<file path="src/rtl/pp_buffer_pkg.sv">
// Shared definitions for the ping-pong operand buffer: data width,
// occupancy state encoding and the matching level constants.
package pp_buffer_pkg;

  localparam int WIDTH = 32;

  typedef enum logic [1:0] {
    EMPTY = 2'd0,
    HALF  = 2'd1,
    FULL  = 2'd2
  } state_t;

  localparam logic [1:0] LEVEL_EMPTY = 2'd0;
  localparam logic [1:0] LEVEL_HALF  = 2'd1;
  localparam logic [1:0] LEVEL_FULL  = 2'd2;

  // Number of full banks implied by an occupancy state.
  function automatic logic [1:0] level_of(input state_t s);
    case (s)
      HALF:    level_of = LEVEL_HALF;
      FULL:    level_of = LEVEL_FULL;
      default: level_of = LEVEL_EMPTY;
    endcase
  endfunction

endpackage

</file>
<file path="src/rtl/pp_bank.sv">
// One storage bank: a data register with load enable and a full flag.
// Reading only clears the flag; the stored data stays visible.
module pp_bank
  import pp_buffer_pkg::*;
#(
  parameter int BANK_WIDTH = WIDTH
) (
  input  logic                  clk,
  input  logic                  reset_n,
  input  logic                  load,
  input  logic                  consume,
  input  logic [BANK_WIDTH-1:0] data_in,
  output logic [BANK_WIDTH-1:0] data_out,
  output logic                  full
);

  // Capture the operand on load; reset wipes any stored operand.
  always_ff @(posedge clk or negedge reset_n) begin
    if (!reset_n) begin
      data_out <= '0;
    end else if (load) begin
      data_out <= data_in;
    end
  end

  // Occupancy flag: a load fills the bank, a consume empties it.
  always_ff @(posedge clk or negedge reset_n) begin
    if (!reset_n) begin
      full <= 1'b0;
    end else if (load) begin
      full <= 1'b1;
    end else if (consume) begin
      full <= 1'b0;
    end
  end

endmodule

</file>
<file path="src/rtl/pingpong_operand_buffer.sv">
// Two-entry ping-pong operand buffer. The write pointer picks the bank to
// fill, sel picks the bank the external mux presents. All handshake outputs
// decode from registered state only, so there is no input-to-output path.
module pingpong_operand_buffer
  import pp_buffer_pkg::*;
#(
  parameter int WIDTH = pp_buffer_pkg::WIDTH
) (
  input  logic             clk,
  input  logic             reset_n,
  input  logic             wr_valid,
  output logic             wr_ready,
  input  logic [WIDTH-1:0] wr_data,
  output logic [WIDTH-1:0] buf0_out,
  output logic [WIDTH-1:0] buf1_out,
  output logic             sel,
  output logic             rd_valid,
  input  logic             rd_ready,
  output logic [1:0]       level
);

  state_t state_q, state_d;
  logic   wptr_q, wptr_d;
  logic   sel_q, sel_d;
  logic   wr_fire, rd_fire;
  logic   bank0_full, bank1_full;
  logic   load0, load1, consume0, consume1;

  assign wr_ready = (state_q != FULL);
  assign rd_valid = (state_q != EMPTY);
  assign level    = level_of(state_q);
  assign sel      = sel_q;

  assign wr_fire = wr_valid && wr_ready;
  assign rd_fire = rd_valid && rd_ready;

  // The bank full flag is a second guard so a full bank is never overwritten.
  assign load0    = wr_fire && (wptr_q == 1'b0) && !bank0_full;
  assign load1    = wr_fire && (wptr_q == 1'b1) && !bank1_full;
  assign consume0 = rd_fire && (sel_q == 1'b0);
  assign consume1 = rd_fire && (sel_q == 1'b1);

  pp_bank #(.BANK_WIDTH(WIDTH)) u_bank0 (
    .clk      (clk),
    .reset_n  (reset_n),
    .load     (load0),
    .consume  (consume0),
    .data_in  (wr_data),
    .data_out (buf0_out),
    .full     (bank0_full)
  );

  pp_bank #(.BANK_WIDTH(WIDTH)) u_bank1 (
    .clk      (clk),
    .reset_n  (reset_n),
    .load     (load1),
    .consume  (consume1),
    .data_in  (wr_data),
    .data_out (buf1_out),
    .full     (bank1_full)
  );

  // State and pointer registers.
  always_ff @(posedge clk or negedge reset_n) begin
    if (!reset_n) begin
      state_q <= EMPTY;
      wptr_q  <= 1'b0;
      sel_q   <= 1'b0;
    end else begin
      state_q <= state_d;
      wptr_q  <= wptr_d;
      sel_q   <= sel_d;
    end
  end

  // Occupancy transitions; each completed handshake toggles its pointer.
  always_comb begin
    state_d = state_q;
    wptr_d  = wr_fire ? ~wptr_q : wptr_q;
    sel_d   = rd_fire ? ~sel_q : sel_q;
    case (state_q)
      EMPTY: begin
        if (wr_fire) state_d = HALF;
      end
      HALF: begin
        case ({wr_fire, rd_fire})
          2'b10:   state_d = FULL;
          2'b01:   state_d = EMPTY;
          default: state_d = HALF;
        endcase
      end
      FULL: begin
        if (rd_fire) state_d = HALF;
      end
      default: begin
        state_d = EMPTY;
        wptr_d  = 1'b0;
        sel_d   = 1'b0;
      end
    endcase
  end

endmodule

</file>
<file path="config.mk">
export PLATFORM = sky130hd
export DESIGN_NAME = pingpong_operand_buffer
export DESIGN_NICKNAME = d
export VERILOG_FILES = /design/src/rtl/pp_buffer_pkg.sv /design/src/rtl/pp_bank.sv /design/src/rtl/pingpong_operand_buffer.sv
export SDC_FILE = /design/constraint.sdc
export NUM_CORES = 1
export LEC_CHECK = 0
export BUFFER_PORTS_ARGS = -buffer_cell sky130_fd_sc_hd__buf_2
export CAP_MARGIN = 20
export CORE_ASPECT_RATIO = 1.1
export CORE_MARGIN = 2
export CORE_UTILIZATION = 52
export DETAILED_ROUTE_END_ITERATION = 12
export PLACE_DENSITY = 0.94
export SYNTH_ARGS = -nofsm -noshare
export SYNTH_HDL_FRONTEND = slang
export SYNTH_SLANG_ARGS = --single-unit
</file>
<file path="constraint.sdc">
create_clock -name clk -period 2.1 [get_ports clk]
set_clock_uncertainty 0.05 [all_clocks]
set_input_delay 0.105 -clock clk [delete_from_list [all_inputs] [get_ports clk]]
set_output_delay 0.105 -clock clk [all_outputs]
set_load 0.02 [all_outputs]
</file>
=== Yosys cells after proc, flatten, opt, wreduce, memory -nomap -nowiden ===
Cells that the tools add are included.

* Flip-flop bits (word level): 70
* Input port bits: 36
* Output and inout port bits: 69

* Equal/unequal tests: 9
* Muxes and demuxes: 13
* Bitwise logic cells: 2
* Reductions and logical operators: 16

{| class="wikitable"
|+ Operator list
! operator !! count
|-
| logical AND 1 bit || 8
|-
| two-way mux 1 bit || 8
|-
| case mux 2 bit (2 select lines) || 2
|-
| != test 2 bit, second input constant || 3
|-
| case mux 2 bit (3 select lines) || 1
|-
| nonzero test 2 bit || 3
|-
| equality test 2 x 1 -> 1 bit, second input constant || 2
|-
| equality test 2 bit, second input constant || 2
|-
| two-way mux 2 bit || 2
|-
| != test 2 x 1 -> 1 bit, second input constant || 2
|-
| OR reduction 3 bit || 1
|-
| zero test 1 bit || 2
|-
| zero test 2 bit || 1
|-
| inverter 1 bit || 2
|-
| AND reduction 2 bit || 1
|}

=== Depth between registers and ports, before layout ===
* Depth in word-level cells: 5
* Depth in mapped cells: 5
* Gate-level depth less buffers: 4

=== Modules after synthesis ===
From an unflattened synthesis, not the netlist that was laid out.

* Cells, all modules: 166
* Area total of the unflattened synthesis: 3,021.6 µm²

{| class="wikitable"
|+ By module, submodules not included
! module !! times used !! cells each !! area an instance (µm²) !! seq. area each (µm²)
|-
| pp_bank || 2 || 71 || 1,377.6 || 825.8
|-
| pingpong_operand_buffer || 1 || 24 || 266.5 || 100.1
|}

=== Worst setup path before layout ===
Ideal clock, no wire load.

* Path kind: register to register
* Start point: reg state_q[1]
* End point: reg u_bank1.data_out[10]
* Library setup time: 0.125 ns
* Arrival: 1.409 ns
* Required time: 1.925 ns
* Path slack: 0.516 ns
* Cell stages (with the launch flop): 6
* Path buffers: 1
* Clock period less this slack: 1.584 ns
* Cells stage by stage: dfrtp_1 > nor2b_4 > inv_4 > nand4b_4 > buf_6 > mux2_4

* Longest elaborated chain between the ends: 4

{| class="wikitable"
|+ Ends and longest elaborated chain
! item !! line !! source
|-
| start: declaration || pingpong_operand_buffer.sv:22 || <nowiki>state_t state_q, state_d;</nowiki>
|-
| start signal: assignment || pingpong_operand_buffer.sv:70 || <nowiki>state_q <= state_d;</nowiki>
|-
| != test 2 bit || pingpong_operand_buffer.sv:29 || <nowiki>assign wr_ready = (state_q != FULL);</nowiki>
|-
| via wr_ready || pingpong_operand_buffer.sv:12 || <nowiki>output logic wr_ready,</nowiki>
|-
| logical AND 1 bit || pingpong_operand_buffer.sv:34 || <nowiki>assign wr_fire = wr_valid && wr_ready;</nowiki>
|-
| logical AND 1 bit (2 in a row) || pingpong_operand_buffer.sv:39 || <nowiki>assign load1 = wr_fire && (wptr_q == 1'b1) && !bank1_full;</nowiki>
|-
| end signal: assignment || pp_bank.sv:22 || <nowiki>data_out <= data_in;</nowiki>
|-
| end: declaration || pp_bank.sv:13 || <nowiki>output logic [BANK_WIDTH-1:0] data_out,</nowiki>
|}

The timed path passes the listed nets, and every way through them passes these cells.
A chain may end at the register's enable or synchronous reset.

=== Worst setup path after layout ===
* Start point: reg state_q[1]
* End point: reg u_bank0.data_out[4]

* Longest elaborated chain between the ends: 4

{| class="wikitable"
|+ Ends and longest elaborated chain
! item !! line !! source
|-
| != test 2 bit || pingpong_operand_buffer.sv:29 ||
|-
| logical AND 1 bit || pingpong_operand_buffer.sv:34 ||
|-
| logical AND 1 bit (2 in a row) || pingpong_operand_buffer.sv:38 || <nowiki>assign load0 = wr_fire && (wptr_q == 1'b0) && !bank0_full;</nowiki>
|-
| end signal: assignment || pp_bank.sv:22 ||
|-
| end: declaration || pp_bank.sv:13 ||
|}

No other way between the ends.

==> summary.md <==
| Metric | Value |
|---|---|
| DRC | `0` |
| Total chip power | `6380 uW` |
| Nature of the critical path endpoint | `register` |
| CTS tree | `yes` |
| Final-report hold violation count | `0` |
| Tmin final | `1750 ps` |
| Max incr delay on CP | `460 ps` |
| CP Cell Sequence | `nor2b_4 > inv_4 > nand3_4 > mux2_2` |
| Worst Reg2Reg Path Length in Cells | `4` |
| FILL cells | `360` |
| Min Hold Slack | `177 ps` |
| Final setup viols | `0` |
| Synth Cell Area | `0.00283 sq mm` |
| Synth Register Bits | `70` |
| Worst Path Max Fanout | `33` |
| Worst rel slew slack | `52.3%` |
| Min-Delay Path Class | `primary input to register` |
| Hold_buf cts | `34` |
| Ys Warns | `0` |
| Setup repair bufs after CTS | `0` |
| Slowest cell on the critical path | `dfrtp_1` |
| Startpoint Class | `register` |
| Nets@finish | `349` |
| Hold worst-path end | `wptr_q$_DFFE_PN0P_` |
| Clock Tree Buf Depth | `2` |
| Synth Instances | `167` |
| Clock Sinks | `70` |
| Top delay family on crit path | `simple AND/OR/NAND/NOR gates` |
| Post-synthesis sequential area ratio | `62.0%` |
| Initial drt markers | `45` |
| Cell taking the most area after synthesis | `dfrtp_1` |
| Synth cell types | `18` |
| Syn nets | `203` |
| Bufs and invs on worst path | `1` |
| Pins Over Slew Limit | `0` |
| Global route total overflow | `0` |
| DP HPWL | `3.91 mm` |
| Top cells by area, synth | `dfrtp_1 (62%), mux2_4 (15%), mux2_2 (14%)` |
| CP Class | `register to register` |
| Crit path DAT | `1910 ps` |
| Clock Latency Late Sink | `320 ps` |
| Critical Path RT | `2260 ps` |
| Worst R2R Setup Slack | `350 ps` |
| IO Count | `105` |
| ANT nets after route | `0` |
| Row count | `28` |
| Drt wl/cell | `14.7 um` |
| Hold path startpoint | `wr_valid` |
| Clock root buffer | `clkbuf_8` |
| Sum Neg Setup Slack | `0 ps` |
| FMAX | `0.572 GHz` |
| Least-Margin Pin Slew | `715 ps` |
| Die Span X | `74.3 um` |
| Hold path cells | `3` |
| Outcome | `complete, no violations` |
| Port Buffers | `104` |
| Crit share post-route | `83.3%` |
| Core area | `0.00533 sq mm` |
| Initial antenna violation count | `0` |
| First-pass iteration count of the detailed router | `4` |
| Pwr dens | `1620 mW/mm^2` |
| Initial Utilization | `53.1%` |
| Clock-pin transition on the worst setup and hold timing paths | `70 ps` |
| Post-cts resize count | `0` |
| First-pass GRT wire length | `8.91 mm` |
| RR Startpoint | `state_q[1]$_DFFE_PN0P_` |
| Avg Inst Size Synth | `16.9 sq um` |
| FF-to-FF End | `u_bank0.data_out[4]$_DFFE_PN0P_` |
| Die area | `0.00604 sq mm` |
| CTS H-tree depth | `3` |
| Synth top area share | `62.0%` |
| Diodes inserted | `0` |
| Layout area overhead | `39.8%` |
| Routed WL | `5.79 mm` |
| Largest net degree at the start of global routing | `34` |
| Die Ht | `81.3 um` |
| Total of max-cap violations | `0` |
| Layout cell share with drive strength beyond 1 | `60.7%` |
| Global-route usage over all layers | `19.6%` |
| TritonCTS Buffers | `9` |
| Via density | `4.74` |
| RSZ-0062 raised after global routing | `false` |
| Number of global-route vias before repair | `1949` |
| Total number of vias | `1864` |
| Leakage | `0.00201 uW` |
| Max IR drop VDD | `0.958 mV` |
| Routability cong. | `0.797` |
cell usage after synthesis (all sizes together):
master  instances
xnor2           2
nand2           3
clkbuf          1
nor2b           2
a21oi           3
nor2            3
mux2           64
nand3           1
nand4b          1
dfrtp          70
buf             6
inv             3
o21ai           6
or2             1
nor3b           1
cells by family (layout without fill, tap and decap cells):
| family | after synthesis | in the layout | synth area share, % |
|---|---|---|---|
| AOI/OAI and AO/OA | 9 | 9 | 1.59 |
| xor gates and xnor gates | 2 | 2 | 0.620 |
| buffers and inverters | 10 | 161 | 3.01 |
| DFF | 70 | 70 | 62.0 |
| muxes | 64 | 64 | 29.3 |
| and+or+nand+nor | 12 | 12 | 3.45 |
layout make-up:
type                    instances  area [sq um]  area share, %
flip-flops and latches         70          1750           44.3
multi-input cells              87           990           25.0
repair buffers                142           903           22.9
clock buffers                  10           138           3.48
well taps                      75          93.8           2.37
clock inverters                 6          61.3           1.55
inverters                       3          13.8          0.348
cell usage in the layout, fill, tap and decap left out, drive strengths merged:
cell type,synthesis,final
or2,1,1
buf,6,108
nand4b,1,1
mux2,64,64
o21ai,6,6
nor2b,2,2
clkinv,0,4
nand3,1,1
nand2,3,3
nor3b,1,1
xnor2,2,2
clkbuf,1,10
clkinvlp,0,1
bufinv,0,1
a21oi,3,3
dlygate4sd3,0,34
dfrtp,70,70
inv,3,3
nor2,3,3
layer usage:
| metal | track usage (%) | up-vias | routed length, um |
|---|---|---|---|
| met5 | 0 | - | 0 |
| met4 | 7.68 | 0 | 34 |
| met3 | 4.96 | 4 | 253 |
| met2 | 34.8 | 59 | 3140 |
| met1 | 22.5 | 928 | 2350 |
| li1 | - | 873 | - |
tightest hold or removal path: cells and delay by family:
family	cells	cell delay [ps]
buf+inv	1	160
compound gates	1	80
xor+xnor	1	160
worst max-delay path by stage:
stage,from,endpoint,slack [ps],depth (start not counted)
floorplan,state_q[1]$_DFFE_PN0P_,u_bank1.data_out[10]$_DFFE_PN0P_,520,5
global placement,state_q[1]$_DFFE_PN0P_,u_bank0.data_out[3]$_DFFE_PN0P_,450,4
detailed placement,state_q[1]$_DFFE_PN0P_,u_bank0.data_out[4]$_DFFE_PN0P_,370,4
CTS,state_q[1]$_DFFE_PN0P_,u_bank0.data_out[4]$_DFFE_PN0P_,340,4
global route,state_q[1]$_DFFE_PN0P_,u_bank0.data_out[4]$_DFFE_PN0P_,260,4
finish,state_q[1]$_DFFE_PN0P_,u_bank0.data_out[4]$_DFFE_PN0P_,350,4
state kept, by name (all words and copies together) (netlist names):
name	cells
sel	1
u_bank0.data_out	32
state_q	2
u_bank1.full	1
u_bank1.data_out	32
u_bank0.full	1
wptr_q	1
report_power, final:
group / internal, uW / switching (uW) / leakage [uW]
clock: 577 / 491 / 0.000102
combinational: 1370 / 1530 / 0.00108
sequential: 2030 / 380 / 0.000830
total: 3980 / 2400 / 0.00201
metrics by stage:
| step | instance area (sq um) | utilization, % | setup slack, ps | cells |
|---|---|---|---|---|
| 6_report | 3950 | 74.2 | 351 | 393 |
| 5_1_grt | 3950 | 74.2 | 258 | 393 |
| 4_1_cts | 3950 | 74.2 | 345 | 393 |
| 3_5_place_dp | 3410 | 64.1 | 373 | 343 |
| 3_3_place_gp | 3410 | 64.1 | 450 | 343 |
| 2_1_floorplan | 2830 | - | 516 | 167 |
Note: power is estimated with default switching activity, not from simulation.
